[src/rtl/gpc_4t_c2f_req_arb.sv]
// gpc_4t_c2f_req_arb
//   Arbitrates the four gpc_4t hardware threads onto the single core-to-fabric
//   (C2F) request port. Each thread has a one-entry request buffer. Pending
//   requests are granted round-robin onto registered C2F outputs, which hold
//   while the fabric stalls. The arbiter tracks one outstanding read per
//   thread and routes C2F responses back to the issuing thread by ThreadID.
//
// Ports
//   QClk, RstQnnnL                 clock, synchronous active-low reset
//   ThreadReq{Valid,Opcode,Address,Data}  per-thread request inputs
//   ThreadReqReady                 per-thread ready (thread is IDLE)
//   C2F_Req*Q500H                  registered request to the fabric
//   C2F_RspStall                   fabric back-pressure; request outputs hold
//   C2F_Rsp*Q502H                  response from the fabric
//   ThreadRspValid/ThreadRspData   registered one-hot response to the threads
//   ErrUnexpRsp, ErrIllegalOp      one-cycle error pulses
module gpc_4t_c2f_req_arb #(
  parameter int NUM_THREADS = 4,
  parameter int ADDR_W      = 32,
  parameter int DATA_W      = 32
) (
  input  logic                                QClk,
  input  logic                                RstQnnnL,
  input  logic [NUM_THREADS-1:0]              ThreadReqValid,
  input  logic [NUM_THREADS-1:0][1:0]         ThreadReqOpcode,
  input  logic [NUM_THREADS-1:0][ADDR_W-1:0]  ThreadReqAddress,
  input  logic [NUM_THREADS-1:0][DATA_W-1:0]  ThreadReqData,
  output logic [NUM_THREADS-1:0]              ThreadReqReady,
  output logic                                C2F_ReqValidQ500H,
  output logic [1:0]                          C2F_ReqOpcodeQ500H,
  output logic [1:0]                          C2F_ReqThreadIDQ500H,
  output logic [ADDR_W-1:0]                   C2F_ReqAddressQ500H,
  output logic [DATA_W-1:0]                   C2F_ReqDataQ500H,
  input  logic                                C2F_RspStall,
  input  logic                                C2F_RspValidQ502H,
  input  logic [1:0]                          C2F_RspThreadIDQ502H,
  input  logic [DATA_W-1:0]                   C2F_RspDataQ502H,
  output logic [NUM_THREADS-1:0]              ThreadRspValid,
  output logic [DATA_W-1:0]                   ThreadRspData,
  output logic                                ErrUnexpRsp,
  output logic                                ErrIllegalOp
);

  localparam int TID_W = 2;

  typedef enum logic [1:0] {
    IDLE     = 2'd0,
    PEND     = 2'd1,
    WAIT_RSP = 2'd2
  } thr_st_e;

  thr_st_e           st_p0   [NUM_THREADS];
  logic [1:0]        op_p0   [NUM_THREADS];
  logic [ADDR_W-1:0] addr_p0 [NUM_THREADS];
  logic [DATA_W-1:0] data_p0 [NUM_THREADS];
  logic [TID_W-1:0]  rr_ptr;

  logic              slot_free;
  logic              gnt_vld;
  logic [TID_W-1:0]  gnt_id;
  logic              rsp_hit;

  // Opcodes 2'b10 and 2'b11 are illegal: forwarded as-is but never tracked.
  function automatic logic is_read(input logic [1:0] op);
    return (op == 2'b00);
  endfunction

  function automatic logic is_illegal(input logic [1:0] op);
    return op[1];
  endfunction

  always_comb begin
    for (int t = 0; t < NUM_THREADS; t++) begin
      ThreadReqReady[t] = (st_p0[t] == IDLE);
    end
  end

  assign slot_free = !C2F_ReqValidQ500H || !C2F_RspStall;

  // Round-robin search starts one past the last granted thread.
  always_comb begin
    int idx;
    idx     = 0;
    gnt_vld = 1'b0;
    gnt_id  = '0;
    for (int i = 1; i <= NUM_THREADS; i++) begin
      idx = (int'(rr_ptr) + i) % NUM_THREADS;
      if (!gnt_vld && slot_free && (st_p0[idx] == PEND)) begin
        gnt_vld = 1'b1;
        gnt_id  = TID_W'(idx);
      end
    end
  end

  assign rsp_hit = C2F_RspValidQ502H && (st_p0[C2F_RspThreadIDQ502H] == WAIT_RSP);

  // Stage p0: per-thread state and request buffers
  always_ff @(posedge QClk) begin
    for (int t = 0; t < NUM_THREADS; t++) begin
      if (!RstQnnnL) begin
        st_p0[t] <= IDLE;
      end else begin
        case (st_p0[t])
          IDLE: begin
            if (ThreadReqValid[t]) st_p0[t] <= PEND;
          end
          PEND: begin
            if (gnt_vld && (gnt_id == TID_W'(t))) begin
              st_p0[t] <= is_read(op_p0[t]) ? WAIT_RSP : IDLE;
            end
          end
          WAIT_RSP: begin
            if (C2F_RspValidQ502H && (C2F_RspThreadIDQ502H == TID_W'(t))) st_p0[t] <= IDLE;
          end
          default: st_p0[t] <= IDLE;
        endcase
      end
    end
  end

  always_ff @(posedge QClk) begin
    for (int t = 0; t < NUM_THREADS; t++) begin
      if ((st_p0[t] == IDLE) && ThreadReqValid[t]) begin
        op_p0[t]   <= ThreadReqOpcode[t];
        addr_p0[t] <= ThreadReqAddress[t];
        data_p0[t] <= ThreadReqData[t];
      end
    end
  end

  // Stage p1: registered C2F request outputs
  always_ff @(posedge QClk) begin
    if (!RstQnnnL) begin
      rr_ptr               <= TID_W'(NUM_THREADS - 1);
      C2F_ReqValidQ500H    <= 1'b0;
      C2F_ReqOpcodeQ500H   <= '0;
      C2F_ReqThreadIDQ500H <= '0;
      C2F_ReqAddressQ500H  <= '0;
      C2F_ReqDataQ500H     <= '0;
      ErrIllegalOp         <= 1'b0;
    end else begin
      ErrIllegalOp <= 1'b0;
      if (gnt_vld) begin
        rr_ptr               <= gnt_id;
        C2F_ReqValidQ500H    <= 1'b1;
        C2F_ReqOpcodeQ500H   <= op_p0[gnt_id];
        C2F_ReqThreadIDQ500H <= gnt_id;
        C2F_ReqAddressQ500H  <= addr_p0[gnt_id];
        C2F_ReqDataQ500H     <= data_p0[gnt_id];
        ErrIllegalOp         <= is_illegal(op_p0[gnt_id]);
      end else if (slot_free) begin
        C2F_ReqValidQ500H <= 1'b0;
      end
    end
  end

  // Stage p1: registered response routing
  always_ff @(posedge QClk) begin
    if (!RstQnnnL) begin
      ThreadRspValid <= '0;
      ThreadRspData  <= '0;
      ErrUnexpRsp    <= 1'b0;
    end else begin
      ThreadRspValid <= '0;
      ErrUnexpRsp    <= C2F_RspValidQ502H && !rsp_hit;
      if (rsp_hit) begin
        ThreadRspValid[C2F_RspThreadIDQ502H] <= 1'b1;
        ThreadRspData                        <= C2F_RspDataQ502H;
      end
    end
  end

endmodule

[config.mk]
export PLATFORM = sky130hd
export DESIGN_NAME = gpc_4t_c2f_req_arb
export DESIGN_NICKNAME = d
export VERILOG_FILES = /design/src/rtl/gpc_4t_c2f_req_arb.sv
export SDC_FILE = /design/constraint.sdc
export NUM_CORES = 1
export LEC_CHECK = 0
export CORE_ASPECT_RATIO = 1.1
export CORE_MARGIN = 2
export CORE_UTILIZATION = 42
export DETAILED_ROUTE_END_ITERATION = 16
export PLACE_DENSITY = 0.72
export SKIP_CTS_REPAIR_TIMING = 1
export SYNTH_ARGS = -nofsm -noshare
export SYNTH_HDL_FRONTEND = slang
export SYNTH_SLANG_ARGS = --single-unit
[constraint.sdc]
create_clock -name QClk -period 3 [get_ports QClk]
set_clock_uncertainty 0.2 [all_clocks]
set_input_delay 0.6 -clock QClk [delete_from_list [all_inputs] [get_ports QClk]]
set_output_delay 0.6 -clock QClk [all_outputs]
set_load 0.01 [all_outputs]
==> flow_metrics.env, run 1 <==
export IMPL_wl_per_cell_um=21.4
export IMPL_synth_compound_area_frac=0.139
export IMPL_clock_sinks=383
export IMPL_cp_data_required_time_ps=3210
export IMPL_yosys_most_used_dff="edfxtp_1"
export IMPL_critPathMaxStageDelay_ps=530
export IMPL_start_util=0.429
export IMPL_track_usage=0.228
export IMPL_fin_area_mm2=0.0201
export IMPL_start_kind="register"
export IMPL_synth_top_family_by_area="compound AO/OA/AOI/OAI gates"
export IMPL_place_area_mm2=0.0189
export IMPL_synth_adder_area_share=0
export IMPL_cp_cell_sequence="nor2b_1, mux4_2, nor3b_2, buf_4, o21a_4, buf_12, a22o_1, a221o_1"
export IMPL_drv_slew=0
export IMPL_ys_top_cells_by_area="edfxtp_1 (59%), dfxtp_1 (16%), nand2_1 (5.7%)"
export IMPL_synth_largest_area_cell="edfxtp_1"
export IMPL_ys_ff_latch=383
export IMPL_cap_violations=0
export IMPL_fmax_mhz=343
export IMPL_finalCritPeriodShare=0.973
export IMPL_antenna_found_initial=8
export IMPL_top_layer="met4"
export IMPL_crit_fanout=68
export IMPL_crit_family="compound AO/OA/AOI/OAI gates"
export IMPL_avgSynthCellArea_um2=14.1
export IMPL_ant_nets=0
export IMPL_grt_pass1_wl_um=59500
export IMPL_yosys_warnings=0
export IMPL_ir_worst_vdd_uv=695
export IMPL_clk_pin_slew_ps=60
export IMPL_r2r_slack_ps=80
export IMPL_synthCells=986
export IMPL_grt_ovfl_total=0
export IMPL_gp_congestion=0.814
export IMPL_ys_seq_area_frac=0.747
export IMPL_dieArea_mm2=0.0346
export IMPL_row_count=69
export IMPL_synth_async_reset_ratio=0
export IMPL_first_global_vias=10200
export IMPL_place_hpwl_um=27100
export IMPL_tightestPinTransition_ps=575
export IMPL_drive_above_1_share=0.0814
export IMPL_relSlewSlack=0.611
export IMPL_drt_first_iter_violations=722
export IMPL_final_cell_mix="clkdlybuf4s50_1 (416), edfxtp_1 (272), nand2_1 (211)"
export IMPL_cp_end_kind="register"
export IMPL_holdCritPathClass="register to register"
export IMPL_min_path_cells=2
export IMPL_die_x_um=178
export IMPL_m1WireLength_um=14700
export IMPL_dr_pass1_iters=5
export IMPL_startpoint="st_p0[2][0]"
export IMPL_wl_met3_um=3020
export IMPL_synth_top_cell_area_share=0.587
export IMPL_n_fill_cell=2471
export IMPL_reg2reg_depth=8
export IMPL_design_portCount=417
export IMPL_htree_levels=2
export IMPL_grt_max_degree=69
export IMPL_final_common_cell="clkdlybuf4s50_1"
export IMPL_synth_edf_count=272
export IMPL_leakagePower_nw=7.21
export IMPL_cp_num_buf_inv=2
export IMPL_cts_buffers=39
export IMPL_power_density_mw_per_mm2=970
export IMPL_io_buffers=416
export IMPL_synth_mux_area_frac=0.00539
export IMPL_synth_xor_area_share=0
export IMPL_syn_to_final_growth_pct=44.7
export IMPL_rsz0062_at_grt="no"
export IMPL_post_synth_and_or_nand_nor_area_fraction=0.0851
export IMPL_synth_area_mm2=0.0139
export IMPL_tritoncts="yes"
export IMPL_synth_cell_types=43
export IMPL_vias_per_cell=5.29
export IMPL_die_h_um=195
export IMPL_setup_viol=0
export IMPL_critPathSlowestCell="mux4_2"
export IMPL_total_power_mw=19.5
export IMPL_multi_input_comb_area_mm2=0.00323
export IMPL_hold_violations=0
export IMPL_status="finished clean"
export IMPL_period_needed_ps=2920
export IMPL_synthesis_nets=1292
export IMPL_min_to="ThreadRspData[17]"
export IMPL_worstSkewPairLatency_ps=530
export IMPL_nets=1726
export IMPL_via_count=9970
export IMPL_drc_errors=0
export IMPL_drt_total_wl_um=40200
export IMPL_cts_root_buffer_cell="clkbuf_16"
export IMPL_finalSetupTns_ps=0
export IMPL_r2r_end="C2F_ReqDataQ500H[14]"
export IMPL_crit_arrival_ps=3130
export IMPL_regToRegStartpoint="st_p0[2][0]"
export IMPL_cts_path_max_buffers=3
export IMPL_core_area_mm2=0.0325
export IMPL_final_seq_area_mm2=0.0104
export IMPL_hp_start="ThreadRspData[17]"
export IMPL_wl_met2_um=20800
export IMPL_worstSetupPathType="register to register"
cell usage after synthesis, types with 2 or more instances:
library cell,n
mux2i_1,3
a22o_1,66
edfxtp_1,272
nor2b_4,2
nor2_1,12
nand2b_1,6
nor2b_1,2
nor4_1,6
nor3_1,6
a221o_1,65
or4_1,2
a21oi_1,107
clkbuf_1,34
or3_1,2
o21ai_1,2
inv_1,3
and2_1,8
buf_6,8
o21a_1,3
dfxtp_1,111
nand2_1,211
nand3_1,3
o21ai_0,5
buf_2,22
mux4_2,2
and3_1,6
kinds of logic (layout without fill, tap and decap cells):
family,after synthesis,count (layout)
simple gates,274,274
compound gates,257,257
buf+inv,67,530
mux,5,5
flops,383,383
other cells,0,8
per-stage QoR:
stage          utilization  instances  worst slack (ps)  hold WS, ps
2_1_floorplan            -        986              53.7          281
6_report             0.620       1883              81.3          256
5_1_grt              0.620       1883              27.3          270
3_5_place_dp         0.582       1805             -75.5          242
4_1_cts              0.620       1875              93.7          258
3_3_place_gp         0.582       1805             -74.1          241
worst min-delay path: cells and delay by family, from the launching register on:
kind             cells  cell delay [ps]
AND/OR/NAND/NOR      1               50
flip-flops           1              310
AO/OA/AOI/OAI        1               50
layout make-up:
class,instances,share of cell area
inverter,3,0.000559
antenna,8,0.000994
multi-input combinational,536,0.160
clock buffer,53,0.0536
tap,426,0.0265
clock inverter,17,0.00752
sequential,383,0.516
timing repair buffer,457,0.234
sequential cells by signal (all words and copies together) (netlist names), 2 cells and up, named ones only:
register,cells
C2F_ReqOpcodeQ500H,2
st_p0,8
C2F_ReqAddressQ500H,32
C2F_ReqThreadIDQ500H,2
rr_ptr,2
op_p0,8
ThreadRspValid,4
addr_p0,128
ThreadRspData,32
C2F_ReqDataQ500H,32
data_p0,128
power breakdown:
group	leakage [nW]	total, mW	internal [mW]	switching (mW)
clock network	0.602	4.70	2.70	1.99
registers	3.49	7.25	6.85	0.397
logic	3.12	7.58	3.36	4.22
routing by layer:
layer,global-route usage,up-vias
li1,-,4616
met5,0,-
met2,0.400,459
met1,0.266,4798
met3,0.0489,97
met4,0.106,0
how the worst max path moves through the flow:
| stage | cells after the start | endpoint | slack [ps] |
|---|---|---|---|
| 5_1_grt | 8 | st_p0[1][0] | 30 |
| 2_1_floorplan | 2 | addr_p0[1][0] | 50 |
| 3_5_place_dp | 8 | st_p0[1][1] | -80 |
| 3_3_place_gp | 8 | st_p0[1][0] | -70 |
| 4_1_cts | 9 | C2F_ReqAddressQ500H[25] | 90 |
| 6_report | 8 | C2F_ReqDataQ500H[14] | 80 |
Power figures use the tool's default switching activity.
==> run 2, diff against run 1 <==
Settings changed: PLACE_DENSITY 0.72 to default, PLACE_DENSITY_LB_ADDON from default to 0.08.
==> flow_metrics.env, run 2 (synthesis results as in run 1) <==
export IMPL_antenna_found_initial=11
export IMPL_via_count=9985
export IMPL_power_density_mw_per_mm2=972
export IMPL_cp_end_kind="register"
export IMPL_crit_fanout=27
export IMPL_nets=1732
export IMPL_die_h_um=195
export IMPL_io_buffers=416
export IMPL_hold_violations=0
export IMPL_drive_above_1_share=0.0878
export IMPL_start_util=0.429
export IMPL_rsz0062_at_grt="no"
export IMPL_min_path_cells=2
export IMPL_startpoint="st_p0[2][0]"
export IMPL_track_usage=0.222
export IMPL_r2r_end="C2F_ReqAddressQ500H[9]"
export IMPL_drc_errors=0
export IMPL_clk_pin_slew_ps=60
export IMPL_ir_worst_vdd_uv=629
export IMPL_wl_per_cell_um=21.1
export IMPL_tritoncts="yes"
export IMPL_cp_endpoint="C2F_ReqAddressQ500H[9]"
export IMPL_clock_sinks=383
export IMPL_final_cell_mix="clkdlybuf4s50_1 (416), edfxtp_1 (272), nand2_1 (211)"
export IMPL_drv_slew=0
export IMPL_first_global_vias=9862
export IMPL_design_portCount=417
export IMPL_finalSetupTns_ps=0
export IMPL_r2r_slack_ps=140
export IMPL_final_common_cell="clkdlybuf4s50_1"
export IMPL_crit_arrival_ps=3070
export IMPL_cts_path_max_buffers=3
export IMPL_regToRegStartpoint="st_p0[2][0]"
export IMPL_syn_to_final_growth_pct=45.5
export IMPL_setup_viol=0
export IMPL_worstSkewPairLatency_ps=520
export IMPL_grt_ovfl_total=0
export IMPL_gp_congestion=0.849
export IMPL_drt_first_iter_violations=723
export IMPL_core_area_mm2=0.0325
export IMPL_holdCritPathClass="register to register"
export IMPL_cts_root_buffer_cell="clkbuf_16"
export IMPL_top_regs="addr_p0: 128 flops, data_p0: 128 flops"
export IMPL_tightestPinTransition_ps=540
export IMPL_start_kind="register"
export IMPL_grt_pass1_wl_um=58100
export IMPL_period_needed_ps=2860
export IMPL_status="finished clean"
export IMPL_cap_violations=0
export IMPL_row_count=69
export IMPL_die_x_um=178
export IMPL_grt_max_degree=67
export IMPL_cp_data_required_time_ps=3210
export IMPL_final_util=0.624
export IMPL_drt_total_wl_um=39800
export IMPL_cts_buffers=41
export IMPL_ant_nets=0
export IMPL_fmax_mhz=350
export IMPL_dieArea_mm2=0.0346
export IMPL_fin_area_mm2=0.0202
export IMPL_worstSetupPathType="register to register"
export IMPL_place_area_mm2=0.0189
export IMPL_place_hpwl_um=26500
export IMPL_vias_per_cell=5.28
export IMPL_leakagePower_nw=7.28
export IMPL_finalCritPeriodShare=0.953
export IMPL_relSlewSlack=0.630
export IMPL_dr_pass1_iters=5
export IMPL_htree_levels=2
export IMPL_reg2reg_depth=9
-- run 2: metal layers --
layer / global-route usage / share of wire / up-vias
li1: - / - / 4619
met1: 0.277 / 0.39 / 4802
met2: 0.358 / 0.47 / 470
met3: 0.0696 / 0.099 / 86
met4: 0.0877 / 0.034 / 8
met5: 0 / 0.0014 / -
-- run 2: layout make-up --
class	instances	area (µm²)
Inverter	3	11.3
Antenna cell	7	17.5
Timing Repair Buffer	461	4750
Fill cell	2574	12200
Clock inverter	23	169
Tap cell	426	533
Multi-Input combinational cell	536	3260
Sequential cell	383	10400
Clock buffer	52	1120
-- run 2: critical path, cell delays in order, from the launching register on --
cell      delay [ps]
edfxtp_1         380
nor2b_1          190
mux4_2           540
nor3b_4          200
buf_4            180
o21a_4           230
buf_12           150
buf_12           160
a22o_1           200
a221o_1          310
-- run 2: worst min-delay path by stage --
stage | from | end | slack [ps]
floorplan | C2F_ReqThreadIDQ500H[0] | C2F_ReqThreadIDQ500H[0] | 280
global placement | C2F_ReqOpcodeQ500H[1] | C2F_ReqOpcodeQ500H[1] | 230
detailed placement | C2F_ReqOpcodeQ500H[1] | C2F_ReqOpcodeQ500H[1] | 240
CTS | C2F_ReqOpcodeQ500H[1] | C2F_ReqOpcodeQ500H[1] | 250
global route | C2F_ReqThreadIDQ500H[0] | C2F_ReqThreadIDQ500H[0] | 260
finish | C2F_ReqThreadIDQ500H[1] | C2F_ReqThreadIDQ500H[1] | 250
-- run 2: per-stage QoR --
| step | setup WS, ps | hold WS (ps) | total power [mW] | std cells |
|---|---|---|---|---|
| finish | 141 | 251 | 19.7 | 1891 |
| global route | 24.3 | 265 | 20.7 | 1890 |
| CTS | 71.2 | 254 | 19.9 | 1884 |
| detailed placement | 7.57 | 241 | 15.0 | 1809 |
| global placement | 26.7 | 233 | 14.9 | 1809 |
| floorplan | 53.7 | 281 | 11.6 | 986 |
-- run 2: where the power goes --
group,total (mW),leakage (nW),internal [mW],switching [mW]
clock network,4.82,0.643,2.82,2.00
registers,7.23,3.49,6.85,0.377
logic,7.64,3.14,3.41,4.24
